[src/rtl/hero_anim_pkg.sv]
// Shared types and frame-id layout for the hero animation sequencer.
// The optional DIE state is enabled by defining HERO_ANIM_DIE_EN.
package hero_anim_pkg;

   typedef enum logic [1:0] {
      IDLE = 2'd0,
      RUN  = 2'd1,
      JUMP = 2'd2,
      DIE  = 2'd3
   } anim_state_e;

   localparam int FRAME_W = 4;

   localparam logic [FRAME_W-1:0] IDLE_ID  = 4'd0;
   localparam logic [FRAME_W-1:0] RUN_BASE = 4'd1;

   function automatic logic [FRAME_W-1:0] jump_base(input int run_frames);
      return FRAME_W'(1 + run_frames);
   endfunction

   function automatic logic [FRAME_W-1:0] die_id(input int run_frames,
                                                 input int jump_frames);
      return FRAME_W'(1 + run_frames + jump_frames);
   endfunction

   // Ids for the default sprite-sheet layout (5 run, 4 jump frames)
   localparam logic [FRAME_W-1:0] JUMP_BASE = jump_base(5);
   localparam logic [FRAME_W-1:0] DIE_ID    = die_id(5, 4);

endpackage

[src/rtl/hero_anim_sequencer_anim_cycle_counter.sv]
// Tick-gated hold counter plus wrapping frame index with synchronous clear.
// Exposes the next index so callers can register outputs from next state.
module anim_cycle_counter #(
   parameter int HOLD   = 6,
   parameter int FRAMES = 5,
   parameter int IDX_W  = 3
) (
   input  logic             clk_i,
   input  logic             rst_i,
   input  logic             tick_i,
   input  logic             clr_i,
   input  logic             adv_i,
   output logic [IDX_W-1:0] idx_o,
   output logic [IDX_W-1:0] idx_d_o
);

   localparam int HW = (HOLD > 1) ? $clog2(HOLD) : 1;

   logic [HW-1:0]    hold_q, hold_d;
   logic [IDX_W-1:0] idx_q, idx_d;

   always_comb begin
      hold_d = hold_q;
      idx_d  = idx_q;
      if (tick_i && clr_i) begin
         hold_d = '0;
         idx_d  = '0;
      end else if (tick_i && adv_i) begin
         if (hold_q == HW'(HOLD - 1)) begin
            hold_d = '0;
            idx_d  = (idx_q == IDX_W'(FRAMES - 1)) ? '0 : idx_q + 1'b1;
         end else begin
            hold_d = hold_q + 1'b1;
         end
      end
   end

   always_ff @(posedge clk_i) begin
      if (rst_i) begin
         hold_q <= '0;
         idx_q  <= '0;
      end else begin
         hold_q <= hold_d;
         idx_q  <= idx_d;
      end
   end

   assign idx_o   = idx_q;
   assign idx_d_o = idx_d;

endmodule

[src/rtl/hero_anim_sequencer.sv]
// Per-vblank hero sprite animation FSM: frame id, ROM base, mirror, status.
// Define HERO_ANIM_DIE_EN to enable the terminal DIE state driven by hit.
module hero_anim_sequencer
   import hero_anim_pkg::*;
#(
   parameter int RUN_FRAMES   = 5,
   parameter int JUMP_FRAMES  = 4,
   parameter int FRAME_HOLD   = 6,
   parameter int JUMP_TICKS   = 32,
   parameter int SPRITE_WORDS = 2640,
   parameter int ADDR_W       = 16
) (
   input  logic              vga_clk,
   input  logic              reset,
   input  logic              frame_tick,
   input  logic              move_left,
   input  logic              move_right,
   input  logic              jump_req,
   input  logic              hit,
   output logic [3:0]        anim_frame,
   output logic [ADDR_W-1:0] rom_base,
   output logic              facing_left,
   output logic              airborne,
   output logic              dead
);

   localparam int RIW = (RUN_FRAMES > 1)  ? $clog2(RUN_FRAMES)  : 1;
   localparam int JIW = (JUMP_FRAMES > 1) ? $clog2(JUMP_FRAMES) : 1;
   localparam int JCW = (JUMP_TICKS > 1)  ? $clog2(JUMP_TICKS)  : 1;

   localparam logic [FRAME_W-1:0] JMP_ID0 = jump_base(RUN_FRAMES);
   localparam logic [FRAME_W-1:0] DIE_FID = die_id(RUN_FRAMES, JUMP_FRAMES);

   anim_state_e state_q, state_d;

   logic [JCW-1:0]     jcnt_q, jcnt_d;
   logic [FRAME_W-1:0] frame_q, frame_d;
   logic [ADDR_W-1:0]  rom_q, rom_d;
   logic               face_q, face_d;
   logic               air_q, dead_q;

   logic run_clr, run_adv, jmp_clr, jmp_adv;
   logic hit_en, dir_valid;

   logic [RIW-1:0] run_idx, run_idx_d;
   logic [JIW-1:0] jmp_idx, jmp_idx_d;

`ifdef HERO_ANIM_DIE_EN
   assign hit_en = hit;
`else
   logic unused_hit;
   assign unused_hit = hit;
   assign hit_en     = 1'b0;
`endif

   assign dir_valid = move_left ^ move_right;

   anim_cycle_counter #(
      .HOLD   (FRAME_HOLD),
      .FRAMES (RUN_FRAMES),
      .IDX_W  (RIW)
   ) u_run (
      .clk_i   (vga_clk),
      .rst_i   (reset),
      .tick_i  (frame_tick),
      .clr_i   (run_clr),
      .adv_i   (run_adv),
      .idx_o   (run_idx),
      .idx_d_o (run_idx_d)
   );

   anim_cycle_counter #(
      .HOLD   (FRAME_HOLD),
      .FRAMES (JUMP_FRAMES),
      .IDX_W  (JIW)
   ) u_jump (
      .clk_i   (vga_clk),
      .rst_i   (reset),
      .tick_i  (frame_tick),
      .clr_i   (jmp_clr),
      .adv_i   (jmp_adv),
      .idx_o   (jmp_idx),
      .idx_d_o (jmp_idx_d)
   );

   logic unused_idx;
   assign unused_idx = ^{run_idx, jmp_idx};

   always_comb begin
      state_d = state_q;
      jcnt_d  = jcnt_q;
      face_d  = face_q;
      run_clr = 1'b0;
      run_adv = 1'b0;
      jmp_clr = 1'b0;
      jmp_adv = 1'b0;
      if (frame_tick) begin
         if (hit_en) begin
            state_d = DIE;
         end else begin
            if (dir_valid && state_q != DIE) face_d = move_left;
            unique case (state_q)
               IDLE, RUN: begin
                  if (jump_req) begin
                     state_d = JUMP;
                     jmp_clr = 1'b1;
                     jcnt_d  = '0;
                  end else if (!dir_valid) begin
                     state_d = IDLE;
                  end else if (state_q == IDLE) begin
                     state_d = RUN;
                     run_clr = 1'b1;
                  end else begin
                     run_adv = 1'b1;
                  end
               end
               JUMP: begin
                  // jump_req is deliberately ignored while airborne
                  if (jcnt_q == JCW'(JUMP_TICKS - 1)) begin
                     state_d = dir_valid ? RUN : IDLE;
                     run_clr = dir_valid;
                  end else begin
                     jcnt_d  = jcnt_q + 1'b1;
                     jmp_adv = 1'b1;
                  end
               end
               DIE: state_d = DIE;
            endcase
         end
      end
   end

   always_comb begin
      frame_d = IDLE_ID;
      unique case (state_d)
         IDLE: frame_d = IDLE_ID;
         RUN:  frame_d = RUN_BASE + FRAME_W'(run_idx_d);
         JUMP: frame_d = JMP_ID0 + FRAME_W'(jmp_idx_d);
         DIE:  frame_d = DIE_FID;
      endcase
      rom_d = ADDR_W'(int'(frame_d) * SPRITE_WORDS);
   end

   always_ff @(posedge vga_clk) begin
      if (reset) begin
         state_q <= IDLE;
         jcnt_q  <= '0;
         face_q  <= 1'b0;
         frame_q <= '0;
         rom_q   <= '0;
         air_q   <= 1'b0;
         dead_q  <= 1'b0;
      end else if (frame_tick) begin
         state_q <= state_d;
         jcnt_q  <= jcnt_d;
         face_q  <= face_d;
         frame_q <= frame_d;
         rom_q   <= rom_d;
         air_q   <= (state_d == JUMP);
         dead_q  <= (state_d == DIE);
      end
   end

   assign anim_frame  = frame_q;
   assign rom_base    = rom_q;
   assign facing_left = face_q;
   assign airborne    = air_q;
   assign dead        = dead_q;

endmodule

[config.mk]
export PLATFORM = sky130hd
export DESIGN_NAME = hero_anim_sequencer
export DESIGN_NICKNAME = d
export VERILOG_FILES = /design/src/rtl/hero_anim_pkg.sv /design/src/rtl/hero_anim_sequencer_anim_cycle_counter.sv /design/src/rtl/hero_anim_sequencer.sv
export SDC_FILE = /design/constraint.sdc
export NUM_CORES = 1
export LEC_CHECK = 0
export CAP_MARGIN = 0
export CORE_MARGIN = 2
export CORE_UTILIZATION = 49
export CTS_BUF_LIST = sky130_fd_sc_hd__clkbuf_16
export DETAILED_ROUTE_END_ITERATION = 6
export GPL_ROUTABILITY_DRIVEN = 0
export PLACE_DENSITY_LB_ADDON = 0.1
export REMOVE_ABC_BUFFERS = 1
export SLEW_MARGIN = 20
export SYNTH_ARGS = -nofsm -noshare
export SYNTH_HDL_FRONTEND = slang
export SYNTH_HIERARCHICAL = 1
export SYNTH_SLANG_ARGS = --single-unit
[constraint.sdc]
create_clock -name vga_clk -period 3.8 [get_ports vga_clk]
set_input_delay 0.57 -clock vga_clk [delete_from_list [all_inputs] [get_ports vga_clk]]
set_output_delay 0.57 -clock vga_clk [all_outputs]
set_load 0.05 [all_outputs]
==> metrics.csv, run 1 <==
stage,metric,value,unit
timing,Final Skew,0.00423,ns
cts,Clock Tree Buf Depth,2,
critical_path,arrival time at the worst endpoint,3.90,ns
timing,Max-slew headroom,61.3,%
finish,design area,3060,um2
synthesis,Area contributors post-synth,"dfxtp_1 (32%), ha_1 (9.2%), nand2_1 (4.0%)",
cts,CTS tree,yes,
floorplan,IO Pins,30,
synthesis,Mapped Avg Cell Area,8.64,um2
power_and_ir_drop,Comb pwr share,22.7,%
timing,Final Max Slew Viols,0,
power_and_ir_drop,sequential share of power,38.5,%
critical_path,CP Max Fanout,5,
cts,H-tree depth,2,
critical_path,worst path required time,4.02,ns
finish,post-layout util,70.7,%
cts,clk root buf,clkbuf_16,
outcome,status,finished clean,
cts,"CTS clk-pin slew, worst paths",0.05,ns
critical_path,crit path kind,in -> reg,
timing,Slew @ Worst Pin,0.578,ns
floorplan,chip height,70.7,um
power_and_ir_drop,Max VDD drop,0.216,mV
critical_path,Worst Reg2Reg Path Length in Cells,17,
synthesis,Synth top cells by count,"dfxtp_1 (35), nand2_1 (23), nor2_1 (19)",
route,Initial DRT Pass Iterations,4,
finish,Area Overhead vs Synth,40.4,%
floorplan,Die Width,70.7,um
finish,nets,343,
timing,Min Hold Slack,0.465,ns
critical_path,Crit. Startpoint,move_left,
power_and_ir_drop,clock power share,38.8,%
finish,fraction of layout instances using a drive strength above 1,30.2,%
route,via count,2094,
critical_path,Reg-to-Reg End,rom_base[13],
cts,total CTS buffers,5,
critical_path,Critical Path End,rom_base[13],
critical_path,FF-to-FF Start,jcnt_q[0],
cts,clock sink count,35,
timing,setup_tns,0,ns
timing,Highest Clock Rate,0.272,GHz
timing,Setup-failing EPs final,0,
synthesis,post-synth top area cell,dfxtp_1,
floorplan,die area,4990,um2
synthesis,number of synthesized flops with an enable pin,0,
route,routed len/inst,14.3,um
timing,final hold viol count,0,
route,WL final,5.33,mm
critical_path,R2R Setup Slk,0.13,ns
floorplan,total core area,4320,um2
power_and_ir_drop,Net Sw Frac,29.3,%
route,Via density,5.61,
synthesis,synth unique cells,55,
synthesis,cell count after synthesis,252,
timing,Tcrit/Tclk final,96.9,%
global_routing,initial antenna violation count,0,
critical_path,Worst setup SP type,input port,
global_routing,first-pass GRT wire length,8.92,mm
global_routing,largest net degree at the start of global routing,21,
floorplan,row cnt,24,
finish,antenna cells,0,
synthesis,yosys warns,6,
critical_path,CP endpoint kind,flip-flop,
global_routing,total grt overflow,0,
place,dpl hpwl,3.59,mm
place,Area after DPL,2700,um2
synthesis,Synth top area share,32.2,%
hold_path,Worst Hold Class,reg -> reg,
route,post-route ant nets,0,
global_routing,vias in the first global route,1982,
place,PortBufs,24,
power_and_ir_drop,Leak,1.23,nW
synthesis,#FFs+latches synth,35,
job,Max Cap Violations,0,
synthesis,Synth Flop Type,dfxtp_1,
timing,post-layout minimum cycle time,3.68,ns
floorplan,Starting Density,50.4,%
power_and_ir_drop,internal power,0.709,mW
synthesis,register area share after synthesis,32.2,%
cts,Post-CTS Hold Buffers,0,
power_and_ir_drop,Psw,0.294,mW
route,Residual DRC,0,
global_routing,GRT Util Overall,22.1,%
synthesis,"count leader, synth",dfxtp_1,
power_and_ir_drop,Power Dens Cells,328,nW/um2
synthesis,fraction of registers with async set/reset,0,%
route,initial DRC count,81,
synthesis,synthesized area,2180,um2
cts,Clock Latency Late Sink,0.28,ns
[how the worst min path moves through the flow]
stage | depth (start not counted) | start | endpoint
after floorplan | 2 | jcnt_q[1] | jcnt_q[1]
after global placement | 2 | facing_left | facing_left
after detailed placement | 2 | facing_left | facing_left
after CTS | 2 | facing_left | facing_left
after global routing | 2 | anim_frame[1] | anim_frame[1]
final | 2 | facing_left | facing_left
[routing by layer]
metal	up-vias	wire length, um	track usage (%)
met3	10	198	4.70
li1	1059	-	-
met2	41	2500	35.5
met5	-	0	0
met4	0	74	6.92
met1	984	2560	30.0
[power by group through the flow]
stage               Clock (mW)  Sequential, mW  Combinational [mW]
global route             0.410           0.388               0.245
floorplan                    0           0.432              0.0801
detailed placement           0           0.394               0.208
global placement             0           0.394               0.206
CTS                      0.395           0.386               0.217
finish                   0.389           0.386               0.227
[critical path, stage by stage]
cell and delay, ns:
dlygate4sd2_1 0.27, xnor2_2 0.16, nor3_2 0.18, and2_4 0.18, and3_4 0.20, nand4_1 0.17, a22oi_2 0.19, and3_4 0.21
a211oi_2 0.04, a31o_1 0.23, nor2_4 0.12, ha_1 0.24, ha_2 0.20, buf_4 0.15, or4b_1 0.50, a31o_2 0.22
nand3_1 0.06
[kinds of logic after synthesis]
group | count (synthesis) | share of synthesized area (%)
flops | 35 | 32.2
compound gates | 69 | 21.7
mux | 6 | 2.76
fa+ha+maj | 16 | 9.19
buf+inv | 23 | 7.64
other cells | 1 | 0.172
simple gates | 93 | 22.7
xor+xnor | 9 | 3.62
[through the flow]
| stage | setup slack, ns | power, mW | cells |
|---|---|---|---|
| 2_1_floorplan | -0.291 | 0.512 | 238 |
| 3_3_place_gp | -0.520 | 0.600 | 361 |
| 3_5_place_dp | -0.597 | 0.602 | 361 |
| 4_1_cts | 0.0509 | 0.998 | 372 |
| 5_1_grt | -0.0624 | 1.04 | 373 |
| 6_report | 0.120 | 1.00 | 373 |
[cell type report]
cell class | count | area [um2]
clock inverter | 3 | 11.3
fill | 367 | 1270
clock buffer | 5 | 125
timing repair buffer | 75 | 619
multi-input combinational | 197 | 1510
inverter | 6 | 22.5
sequential | 35 | 702
tap | 52 | 65.1
[cells in the final DEF, fill, tap and decap left out, drive strengths merged, types with 4 or more instances in the layout]
cell            n
xnor2           6
dfxtp          35
buf            51
nand3           9
mux2i           6
a21o            4
inv             7
o22ai           4
nor2           19
clkdlybuf4s50  21
or3             4
conb            4
a21oi          17
o211ai          7
nor2b           4
a22oi           4
nand2b          5
nand2          23
a211oi          4
and3            5
o21ai           9
clkbuf          5
a31oi           4
ha             16
nand4           4
nor3            7
[registers in the layout (all words and copies together), names as in the netlist]
register       count
u_jump/idx_o       2
airborne           1
anim_frame         4
facing_left        1
dead               1
jcnt_q             5
u_run/hold_q       3
u_run/idx_o        3
rom_base          10
state_q            2
u_jump/hold_q      3
[repair_timing]
| action | 4_1_cts | 5_1_grt |
|---|---|---|
| cloned | 0 | 0 |
| pin swaps | 8 | 10 |
| buffers inserted | 3 | 1 |
| gates resized for setup | 20 | 24 |
| endpoints found under the hold margin | 0 | 0 |
| setup endpoints to repair | 7 | 7 |
Power figures use the tool's default switching activity.
==> run 2, diff against run 1 <==
- REMOVE_ABC_BUFFERS: 1 -> not set
==> metrics.csv, run 2 (synthesis gave the netlist of run 1 again) <==
stage,metric,value,unit
global_routing,initial antenna violation count,0,
route,Initial DRT Pass Iterations,4,
critical_path,CP Max Fanout,4,
floorplan,chip height,70.7,um
critical_path,worst path required time,4.02,ns
timing,Tcrit/Tclk final,97.5,%
route,DR WL met3,228,um
finish,Area Overhead vs Synth,48.1,%
power_and_ir_drop,Power Dens Cells,344,nW/um2
cts,total CTS buffers,5,
finish,fraction of layout instances using a drive strength above 1,34.8,%
route,Residual DRC,0,
global_routing,first-pass GRT wire length,8.73,mm
global_routing,GRT Util Overall,22.1,%
timing,post-layout minimum cycle time,3.70,ns
cts,CTS tree,yes,
critical_path,crit-path cells,ha_2 > and3_4 > ha_2 > inv_1 > a2111oi_2 > buf_4 > a22oi_2 > buf_4 > ha_2 > xnor2_2 > o22ai_4 > ha_4 > ha_4 > ha_4 > a21o_1 > a21o_1 > buf_4 > a31o_2 > nand3_1,
critical_path,arrival time at the worst endpoint,3.93,ns
place,dpl cells,364,
outcome,status,finished clean,
route,initial DRC count,126,
timing,Max-slew headroom,49.4,%
power_and_ir_drop,Max VDD drop,0.414,mV
critical_path,Worst path slowest cell,a2111oi_2,
finish,most frequent cells in the layout,"buf_4 (54), dfxtp_1 (33), nand2_1 (23)",
critical_path,critical path buffer and inverter count,4,
floorplan,IO Pins,30,
route,WL final,5.91,mm
timing,setup_tns,0,ns
power_and_ir_drop,Final Power,1.11,mW
floorplan,total core area,4320,um2
finish,"commonest non-fill, non-tap cell in the layout",buf_4,
route,via count,2134,
finish,max FFs per register,10,
critical_path,Top delay family on crit path,compound AO/OA/AOI/OAI gates,
timing,Min Hold Slack,0.465,ns
finish,nets,347,
floorplan,die area,4990,um2
place,dpl ws,-0.575,ns
timing,Setup-failing EPs final,0,
timing,Highest Clock Rate,0.270,GHz
cts,Clock Tree Buf Depth,2,
job,Max Cap Violations,0,
place,PortBufs,24,
global_routing,total grt overflow,0,
route,post-route ant nets,0,
critical_path,Worst setup SP type,flip-flop,
place,dpl hpwl,3.88,mm
route,met1 WL,2.64,mm
timing,Final Skew,0.00714,ns
cts,"CTS clk-pin slew, worst paths",0.06,ns
timing,Final WS setup,0.0951,ns
route,routed len/inst,15.7,um
route,DR top layer,met4,
route,length of routed met2 wiring,2.95,mm
timing,Slew @ Worst Pin,0.751,ns
cts,Clock Latency Late Sink,0.29,ns
global_routing,largest net degree at the start of global routing,22,
floorplan,Die Width,70.7,um
cts,H-tree depth,2,
hold_path,Worst Hold Class,reg -> reg,
power_and_ir_drop,Leak,1.29,nW
timing,Final Max Slew Viols,0,
critical_path,crit path kind,reg -> reg,
floorplan,Starting Density,50.4,%
critical_path,"slowest stage delay, CP",0.35,ns
finish,Layout Cells excl Fill,377,
cts,clock sink count,35,
finish,antenna cells,0,
cts,clk root buf,clkbuf_16,
floorplan,row cnt,24,
critical_path,CP endpoint kind,flip-flop,
timing,final hold viol count,0,
route,Via density,5.66,
global_routing,vias in the first global route,1936,
[run 2: per-stage QoR]
| stage | instance area [um2] | utilization (%) |
|---|---|---|
| 2_1_floorplan | 2240 | - |
| 3_3_place_gp | 2780 | 64.3 |
| 3_5_place_dp | 2780 | 64.3 |
| 4_1_cts | 2990 | 69.2 |
| 5_1_grt | 3230 | 74.6 |
| 6_report | 3230 | 74.6 |
[run 2: power breakdown]
group          switching (mW)  internal (mW)
logic                   0.144          0.104
registers             0.00745          0.379
clock network           0.164          0.309
[run 2: what timing repair did]
| action | in CTS | in global routing |
|---|---|---|
| gates resized for setup | 14 | 41 |
| pin swaps | 6 | 18 |
| buffers inserted | 2 | 3 |
| gates cloned | 0 | 0 |
| setup endpoints to repair | 7 | 7 |
| hold buffers | 0 | 0 |
[run 2: worst paths after layout]
path | startpoint | endpoint | slack [ns] | depth (start not counted)
worst min-delay path | facing_left | facing_left | 0.47 | 2
worst max-delay path | jcnt_q[0] | rom_base[13] | 0.1 | 19
worst min register to register | facing_left | facing_left | 0.47 | 2
worst max register to register | jcnt_q[0] | rom_base[13] | 0.1 | 19
[run 2: routing by layer]
layer,track usage [%],vias to the layer above
li1,-,1068
met1,26.9,1006
met2,38.5,51
met3,4.99,9
met4,7.97,0
met5,0,-
[run 2: final cells by class]
cell class / count / area [um2]
multi-input combinational: 197 / 1620
fill: 304 / 1100
sequential: 35 / 703
timing repair buffer: 79 / 648
clock buffer: 5 / 125
tap: 52 / 65.1
clock inverter: 3 / 43.8
inverter: 6 / 22.5
[run 2: worst reg2reg max path: stages (launching register included)]
cell and delay, ns:
dfxtp_2 0.33, ha_2 0.17, and3_4 0.21, ha_2 0.18, inv_1 0.07, a2111oi_2 0.35
buf_4 0.20, a22oi_2 0.10, buf_4 0.16, ha_2 0.19, xnor2_2 0.19, o22ai_4 0.14
ha_4 0.23, ha_4 0.16, ha_4 0.15, a21o_1 0.17, a21o_1 0.19, buf_4 0.15
a31o_2 0.23, nand3_1 0.05
